[config.mk]
export PLATFORM = sky130hd
export DESIGN_NAME = irq_encoder8to3
export DESIGN_NICKNAME = d
export VERILOG_FILES = /design/src/rtl/irq_encoder8to3_pkg.sv /design/src/rtl/irq_encoder8to3_prio_enc8.sv /design/src/rtl/irq_encoder8to3.sv
export SDC_FILE = /design/constraint.sdc
export NUM_CORES = 1
export LEC_CHECK = 0
export ABC_CLOCK_PERIOD_IN_PS = 2750
export BUFFER_PORTS_ARGS = -buffer_cell sky130_fd_sc_hd__buf_2
export CORE_MARGIN = 2
export CORE_UTILIZATION = 52
export CTS_CLUSTER_DIAMETER = 200
export DETAILED_ROUTE_END_ITERATION = 8
export GPL_TIMING_DRIVEN = 0
export PLACE_DENSITY_LB_ADDON = 0.05
export SETUP_SLACK_MARGIN = 0.3
export SLEW_MARGIN = 40
export SYNTH_ARGS = -nofsm -noshare
export SYNTH_HDL_FRONTEND = slang
export SYNTH_HIERARCHICAL = 1
export SYNTH_SLANG_ARGS = --single-unit
[constraint.sdc]
create_clock -name clk -period 2.75 [get_ports clk]
set_clock_uncertainty 0.05 [all_clocks]
set_input_delay 0.6875 -clock clk [delete_from_list [all_inputs] [get_ports clk]]
set_output_delay 0.6875 -clock clk [all_outputs]
set_load 0.005 [all_outputs]
[src/rtl/irq_encoder8to3_pkg.sv]
// Shared constants, FSM state type and one-hot helper for the IRQ encoder.
package enc_pkg;
    localparam int NUM_REQ = 8;
    localparam int CODE_W  = 3;

    typedef enum logic {
        IDLE    = 1'b0,
        PRESENT = 1'b1
    } state_t;

    // One-hot expansion of a 3-bit code, used to clear the served bit.
    function automatic logic [NUM_REQ-1:0] onehot8(input logic [CODE_W-1:0] code);
        return {{(NUM_REQ-1){1'b0}}, 1'b1} << code;
    endfunction
endpackage

[src/rtl/irq_encoder8to3_prio_enc8.sv]
// Combinational 8-bit priority encoder; the highest set bit wins.
module prio_enc8
    import enc_pkg::*;
(
    input  logic [NUM_REQ-1:0] vec,
    output logic [CODE_W-1:0]  idx,
    output logic               any
);
    // Scan from low to high so the last hit (highest bit) is kept.
    always_comb begin
        idx = '0;
        any = 1'b0;
        for (int i = 0; i < NUM_REQ; i++) begin
            if (vec[i]) begin
                idx = CODE_W'(i);
                any = 1'b1;
            end
        end
    end
endmodule

[src/rtl/irq_encoder8to3.sv]
// Registered 8-to-3 priority encoder with edge latching and valid/ack handshake.
module irq_encoder8to3
    import enc_pkg::*;
(
    input  logic               clk,
    input  logic               rst_n,
    input  logic               en,
    input  logic [NUM_REQ-1:0] req,
    input  logic [NUM_REQ-1:0] mask,
    input  logic               ack,
    output logic [CODE_W-1:0]  out,
    output logic               valid,
    output logic [NUM_REQ-1:0] pending,
    output logic               lost
);
    logic [NUM_REQ-1:0] req_q;
    logic [NUM_REQ-1:0] rise;
    logic [NUM_REQ-1:0] clear;
    logic [CODE_W-1:0]  idx;
    logic               any;
    logic [CODE_W-1:0]  out_n;
    logic               valid_n;
    state_t             state, state_n;

    // The encoder only ever sees the registered pending vector, never this cycle's edges.
    prio_enc8 u_prio (
        .vec (pending & ~mask),
        .idx (idx),
        .any (any)
    );

    // Edge detect and the clear vector for the code being accepted this cycle.
    always_comb begin
        rise  = req & ~req_q;
        clear = (ack && valid && en) ? onehot8(out) : '0;
    end

    // Next-state logic: latch a code in IDLE, hold it frozen in PRESENT until ack or en drops.
    always_comb begin
        state_n = state;
        out_n   = out;
        valid_n = valid;
        case (state)
            IDLE: begin
                valid_n = 1'b0;
                if (en && any) begin
                    out_n   = idx;
                    valid_n = 1'b1;
                    state_n = PRESENT;
                end
            end
            PRESENT: begin
                if (!en || ack) begin
                    valid_n = 1'b0;
                    state_n = IDLE;
                end
            end
            default: begin
                valid_n = 1'b0;
                state_n = IDLE;
            end
        endcase
    end

    // State, edge-detect, pending and lost registers; set beats clear on the same bit.
    always_ff @(posedge clk) begin
        if (!rst_n) begin
            state   <= IDLE;
            req_q   <= '0;
            pending <= '0;
            out     <= '0;
            valid   <= 1'b0;
            lost    <= 1'b0;
        end else begin
            state   <= state_n;
            req_q   <= req;
            pending <= (pending & ~clear) | rise;
            out     <= out_n;
            valid   <= valid_n;
            lost    <= |(rise & pending & ~clear);
        end
    end
endmodule

# ---- Yosys cells after proc, flatten, opt, wreduce, memory -nomap -nowiden
# Cells that the tools add are included.
dict set report totals {
  wordCells 46
  out_inout_bits 13
  regBits 22
  in_bits 20
}
dict set report op_classes {
  n_reduce_logical 7
  n_bitwise 10
  shift 1
  n_mux 21
  eq_ne 1
}
# cell count
set op_table {}
lappend op_table {{8-bit AND} 5}
lappend op_table {{8-bit NOT} 3}
lappend op_table {{1-bit 2-to-1 mux} 12}
lappend op_table {{3-bit 2-to-1 mux} 4}
lappend op_table {{8-bit 2-to-1 mux} 1}
lappend op_table {{8-bit bitwise OR} 1}
lappend op_table {{8-bit OR reduction} 1}
lappend op_table {{1-bit by 3-bit << shifter with 8-bit output, first input constant} 1}
lappend op_table {{2-bit 2-to-1 mux} 2}
lappend op_table {{1-bit case mux with 2 select lines} 2}
lappend op_table {{1-bit logical AND} 3}
lappend op_table {{2-bit by 1-bit != test with 1-bit output, second input constant} 1}
lappend op_table {{2-bit AND reduction} 1}
lappend op_table {{1-bit zero test} 1}
lappend op_table {{1-bit logical OR} 1}
lappend op_table {{1-bit NOT} 1}

# ---- Depth between registers and ports, before layout
# Gate-level depths: netlist (run 1).
dict set report depth {
  word_depth 13
  depth_mapped 7
}

# ---- By module
# Netlist (run 1), hierarchy kept.
# module n_inst area_each_um2 cells_per_inst
set modules_own_cells {}
lappend modules_own_cells {irq_encoder8to3 1 918.4 93}
lappend modules_own_cells {prio_enc8 1 57.6 12}

# ---- Worst setup path after synthesis (run 1)
# No wires, ideal clock.
dict set report synth_path {
  path_type {in2reg}
  startpoint {input en}
  endpoint {register lost}
  setup_slack_ns 1.113
  cell_stages 5
  n_path_buf 0
  setup_ns 0.120
  t_required_ns 2.580
  arrival_time_ns 1.467
  cell_sequence {nand4_2 -> o31ai_2 -> o22a_2 -> o221ai_2 -> o31a_1}
}
dict set report synth_between {
  elab_chain_len 5
}
# element line_no
set synth_rtl {}
lappend synth_rtl {{start: declaration} irq_encoder8to3.sv:7} ;# input logic en,
lappend synth_rtl {{1-bit logical AND} irq_encoder8to3.sv:35} ;# clear = (ack && valid && en) ? onehot8(out) : '0;
lappend synth_rtl {{8-bit 2-to-1 mux} irq_encoder8to3.sv:35}
lappend synth_rtl {{8-bit NOT} irq_encoder8to3.sv:80} ;# lost <= |(rise & pending & ~clear);
lappend synth_rtl {{8-bit AND} irq_encoder8to3.sv:80}
lappend synth_rtl {{8-bit OR reduction} irq_encoder8to3.sv:80}
lappend synth_rtl {{end signal: assignment} irq_encoder8to3.sv:80}
lappend synth_rtl {{end: declaration} irq_encoder8to3.sv:14} ;# output logic lost
# Every way passes these cells.
# A chain may end at the register's enable or synchronous reset.

# ---- Final worst setup path (run 1)
dict set report layout_path {
  startpoint {register valid}
  endpoint {output valid}
}
# element line_no
set layout_lines {}
lappend layout_lines {{start: declaration} irq_encoder8to3.sv:12} ;# output logic valid,
lappend layout_lines {{start signal: assignment} irq_encoder8to3.sv:79} ;# valid <= valid_n;
# No word-level cell between the ends.

==> run summary, run 1 <==
area of the core: 0.00175 mm^2
most common library cells after synthesis: dfxtp_1 (22), nor2b_1 (11), nand2b_1 (10)
Synth Register Bits: 22
TritonCTS clock tree: done
initial antenna violation count: 0
Async SR Flop Fraction: 0%
reg2reg setup slack: 1240 ps
CTS buffer count: 3
die width: 47.3 um
Buffers on Ports: 32
top post-synthesis cells by area: dfxtp_1 (45%), nor2b_1 (7.1%), nand2b_1 (6.4%), and2_1 (5.1%), a21boi_0 (4.6%)
Crit path max-delay family: flip-flops
GR Overflow Total: 0
setup violators final: 0
slowest library cell on the worst path: dfxtp_1
drt pass-1 iters: 4
worst-skew pair later-pin latency: 320 ps
status: complete, no violations
synth unique cells: 29
H-tree depth: 1
Post-Syn Area: 976 um^2
share of post-route cells with drive strength above 1: 30.5%
grt met1 use: 22.9%
Tot GR Track Use: 20.1%
Ports: 33
Mapped Cells: 105
Setup Buffers After CTS: 0
total power: 0.719 mW
dpl hpwl: 1480 um
CTS root buf: clkbuf_4
worst hold path type: flop to flop
Seq. cell area: 440 um^2
initial core utilization: 55.9%
vias in the first global route: 754
largest net degree at the start of global routing: 14
Final period util: 57.7%
buffers and inverters on the worst path: 1
worst-path fanout max: 4
DR vias: 813
count leader, synth: dfxtp_1
row count: 15
Avg Vias per Cell: 4.90
worst setup margin: 1160 ps
sum of negative setup slack: 0 ps
non-filler cells, final: 166
Layout Utilization: 69.9%
antenna-violating nets left: 0
final hold viol count: 0
RSZ-0062 raised after global routing: false
Setup crit end kind: primary output
Crit path required time: 2010 ps
Placed Cells incl. Taps: 162
RD Place Congestion: 0.822
Final Slew Violations: 0
Startpoint Class: flop
Post-synth top flop: dfxtp_1
area leader, netlist: dfxtp_1
n_diodes: 0
met3 GRT Util: 4.62%
Setup WS pre-CTS: 880 ps
CP Cell Sequence: buf_2
CP Data Arrival Time: 850 ps
Worst VDD drop: 0.000471 V
Least-Margin Pin Slew: 360 ps
syn avg cell area: 9.29 um^2
fillers: 153
synthesized net count: 125
die height: 47.3 um
WS Path Type: flop to primary output
drt drc: 0
CTS clk-pin slew, worst paths: 130 ps
initial DRC count: 7
Seq/Total Area, Yosys: 45.1%
max_cap viols: 0
Synth top area share: 45.1%
Peak Freq: 630 MHz
fin crit period: 1590 ps
total die area: 0.00224 mm^2
CTS sink cnt: 22
relative slew slack: 76.0%
multi-input logic area: 497 um^2
PD cells: 589 mW/mm^2
Yosys warnings: 6
Leakage: 0.550 nW
Top Usage Layer GRT: met2
Layout area overhead: 25.0%
slowest stage delay, CP: 400 ps
wirelength, routed: 1910 um
M2 GR Usage: 34.9%
first-pass GRT wire length: 3080 um
Post-CTS Hold Buffers: 0
maximum clock path buffer count: 2
number of flops mapped to enable cells by yosys: 0
Nets: 162
DR WL/cell: 11.5 um
CTS-repair resized insts: 0
## report_power, final
| part | total, mW | internal, mW | switching (mW) |
|---|---|---|---|
| Combinational | 0.115 | 0.0596 | 0.0550 |
| Clock | 0.252 | 0.148 | 0.104 |
| Sequential | 0.352 | 0.341 | 0.0110 |
| Total | 0.719 | 0.548 | 0.170 |
## layer usage
metal | wire, um | up-vias
met2 | 975 | 23
met4 | 29 | 0
met3 | 94 | 3
met1 | 813 | 358
met5 | 0 | -
li1 | - | 429
## layout by cell type (no fill, tap or decap), drive strengths merged, types with 2 or more instances in the layout
cell type	count
nand3b	3
dfxtp	22
o31ai	3
o21ai	3
nor2b	11
inv	3
nor2	5
mux2i	4
a21oi	2
nand2	7
and2	8
nand4	2
a21boi	9
buf	34
clkbuf	5
nand2b	10
o22ai	2
## logic make-up after synthesis
kind of cell / count (synthesis) / share of synthesized area (%)
AO/OA/AOI/OAI: 22 / 17.0
buffers and inverters: 8 / 3.97
flip-flops: 22 / 45.1
multiplexers: 4 / 4.10
AND/OR/NAND/NOR: 49 / 29.7
## per-stage QoR
stage | area [um^2] | hold slack (ps)
6_report | 1220 | 456
5_1_grt | 1220 | 486
4_1_cts | 1220 | 456
3_5_place_dp | 1170 | 439
3_3_place_gp | 1170 | 428
2_1_floorplan | 976 | 432
## layout make-up
cell class,instances,share of cell area [%]
Multi-Input combinational cell,75,40.7
Sequential cell,22,36.1
Timing Repair Buffer,32,13.1
Tap cell,25,2.56
Clock inverter,1,2.46
Buffer,4,1.95
Clock buffer,3,1.85
Inverter,4,1.23
## registers in the layout, summed over array words and instances, names as in the netlist
register,cells
lost,1
req_q,8
valid,1
out,3
pending,8
state,1
## final timing paths
| check | cells past startpoint | endpoint | from |
|---|---|---|---|
| worst max-delay path | 1 | valid | valid |
| worst min-delay path | 2 | pending[0] | pending[0] |
| worst max register to register | 6 | out[1] | pending[6] |
| worst min register to register | 2 | pending[0] | pending[0] |
## worst reg2reg max path, delay by kind of cell (launching register included)
| family | cells | cell delay (ps) |
|---|---|---|
| mux | 1 | 220 |
| flops | 1 | 350 |
| simple gates | 5 | 800 |
Power figures use the tool's default switching activity.
==> inputs of run 2 (changes only) <==
- ABC_AREA: default -> 1
- ABC_CLOCK_PERIOD_IN_PS: 2750 -> 1500
- CORE_UTILIZATION: 52 -> 49
- clock period: 2.75 -> 1.5 ns (I/O delays scaled with it)
==> run summary, run 2 <==
worst r2r src: pending[2]
row count: 16 (+1)
fillers: 193 (+26%)
worst-path fanout max: 2 (-2)
GR Overflow Total: 0 (unchanged)
Final Slew Violations: 0 (unchanged)
Crit path required time: 1070 ps (-940 ps)
Yosys warnings: 6 (unchanged)
setup violators final: 0 (unchanged)
most frequent cells in the layout: nand2_1 (43), inv_1 (29), buf_2 (29)
worst reg2reg endpoint: out[2]
Mapped Cells: 165 (+57%)
Placed Cells incl. Taps: 224 (+38%)
Buffers on Ports: 32 (unchanged)
Nets: 232 (+43%)
dpl hpwl: 1800 um (+21%)
CTS clk-pin slew, worst paths: 120 ps (about the same)
PD cells: 894 mW/mm^2 (+52%)
share of post-route cells with drive strength above 1: 40.3% (+9.8 points)
Layout Utilization: 72.6% (+2.7 points)
Async SR Flop Fraction: 0% (unchanged)
non-filler cells, final: 238 (+43%)
final hold viol count: 0 (unchanged)
WHS Endpoint: req_q[5]
synth unique cells: 18 (-38%)
top post-synthesis cells by area: dfxtp_1 (42%), nand2_1 (16%), inv_1 (12%), nor2_1 (7.9%), a21oi_1 (5.7%)
Least-Margin Pin Slew: 344 ps (-15.1 ps)
status: complete, no violations
Setup crit end kind: primary output
Synth top area share: 41.9% (-3.2 points)
H-tree depth: 1 (unchanged)
TritonCTS clock tree: done
vias in the first global route: 1043 (+38%)
Post-CTS Hold Buffers: 0 (unchanged)
number of flops mapped to enable cells by yosys: 0 (unchanged)
Peak Freq: 707 MHz
n_diodes: 0 (unchanged)
syn avg cell area: 6.37 um^2 (-31%)
largest net degree at the start of global routing: 13 (-1)
drt drc: 0 (unchanged)
relative slew slack: 76.9% (+0.86 points)
worst-skew pair later-pin latency: 300 ps (-20 ps)
Worst VDD drop: 0.000645 V (+37%)
synthesized net count: 185 (+48%)
Ports: 33 (unchanged)
CTS sink cnt: 22 (unchanged)
die width: 50.3 um (+6.3%)
reg2reg setup slack: 140 ps (-1100 ps)
die height: 50.3 um (+6.3%)
Post-synth top flop: dfxtp_1
hold wc startpoint: req[5]
total die area: 0.00253 mm^2 (+13%)
Startpoint Class: flop
RD Place Congestion: 0.827 (+0.55%)
Seq/Total Area, Yosys: 41.9% (-3.2 points)
fin crit period: 1410 ps
initial antenna violation count: 0 (unchanged)
area leader, netlist: dfxtp_1
most common cell after layout, fill and taps aside: nand2_1
Leakage: 0.766 nW (+39%)
CTS root buf: clkbuf_4
Final period util: 94.3%
maximum clock path buffer count: 2 (unchanged)
worst r2r path cells: 11 (+5)
Layout area overhead: 38.3%
Synth Register Bits: 22 (unchanged)
Tot GR Track Use: 21.8% (+1.7 points)
WS Path Type: flop to primary output
CP Data Arrival Time: 990 ps (+140 ps)
initial core utilization: 52.5% (-3.4 points)
sum of negative setup slack: 0 ps (unchanged)
Post-Syn Area: 0.00105 mm^2 (+7.7%)
area of the core: 0.00200 mm^2 (+15%)
WHS Path Cells: 3 (+1)
Setup WS pre-CTS: 17.4 ps (-863 ps)
worst setup margin: 85.1 ps (-1080 ps)
DR vias: 1135 (+40%)
DR WL/cell: 10.6 um (-7.7%)
wirelength, routed: 2530 um (+32%)
count leader, synth: nand2_1
drt pass-1 iters: 4 (unchanged)
first-pass GRT wire length: 4240 um (+38%)
CTS buffer count: 3 (unchanged)
Avg Vias per Cell: 4.77 (-2.6%)
most common library cells after synthesis: nand2_1 (44), inv_1 (33), dfxtp_1 (22), nor2_1 (22), a21oi_1 (12)
antenna-violating nets left: 0 (unchanged)
max_cap viols: 0 (unchanged)
worst hold path type: primary input to flop
biggest regs: pending x8, req_q x8, out x3
initial DRC count: 37 (+30)
RSZ-0062 raised after global routing: true
## run 2: changes by cell type in the layout (fill, tap and decap cells not counted), sizes merged, moves of 5 or more
| cell | change |
|---|---|
| nor2b | -11 |
| nand2b | -10 |
| and2 | -8 |
| a21boi | -9 |
| nand3 | +5 |
| o21ai | +8 |
| nor2 | +19 |
| nand2 | +37 |
| inv | +32 |
| a21oi | +11 |
| buf | +9 |
## run 2: through the flow
step	power [mW]	instance area, um^2	hold slack [ps]
floorplan	0.818	1070	412
global placement	0.904	1260	408
detailed placement	0.913	1260	420
CTS	1.29	1420	194
global route	1.38	1450	206
finish	1.30	1450	201
## run 2: worst max path at each step
stage | from | endpoint | slack, ps
after floorplan | pending[2] | valid | 270
after global placement | mask[2] | valid | 60
after detailed placement | mask[4] | valid | 20
after CTS | pending[3] | out[1] | 170
after global routing | pending[2] | valid | 10
final | pending[2] | pending[2] | 90
## run 2: final cells by class
type | instances | area [um^2] | share of cell area [%]
inverter | 36 | 135 | 9.29
clock buffer | 4 | 36.3 | 2.50
buffer | 1 | 5.00 | 0.344
tap | 27 | 33.8 | 2.32
multi-input combinational | 106 | 520 | 35.8
timing repair buffer | 42 | 264 | 18.2
sequential | 22 | 459 | 31.6
## run 2: critical path, cell delays in order (launching register included)
cell	delay [ps]
dfxtp_2	350
buf_4	130
buf_6	110
buf_6	100
## run 2: power by group
part	switching (mW)	total, mW	internal [mW]
Clock	0.175	0.323	0.148
Combinational	0.162	0.309	0.147
Sequential	0.0339	0.668	0.634
## run 2: cells by family after synthesis
| kind of cell | share of synthesized area [%] |
|---|---|
| AO/OA/AOI/OAI | 12.5 |
| AND/OR/NAND/NOR | 32.3 |
| buffers and inverters | 13.3 |
| flip-flops | 41.9 |
## run 2: timing repair
item                                    CTS  global route
endpoints found under the hold margin     0             0
pin swaps                                 1             2
resized for setup                        22             7
setup buffers                             8             2
endpoints found under the setup margin   18            18
## run 2: metal layers
layer  wire length, um  GRT usage (%)
met1              1170           28.3
met2              1210           36.8
met3               138           2.68
met4                13           8.11
met5                 0              0
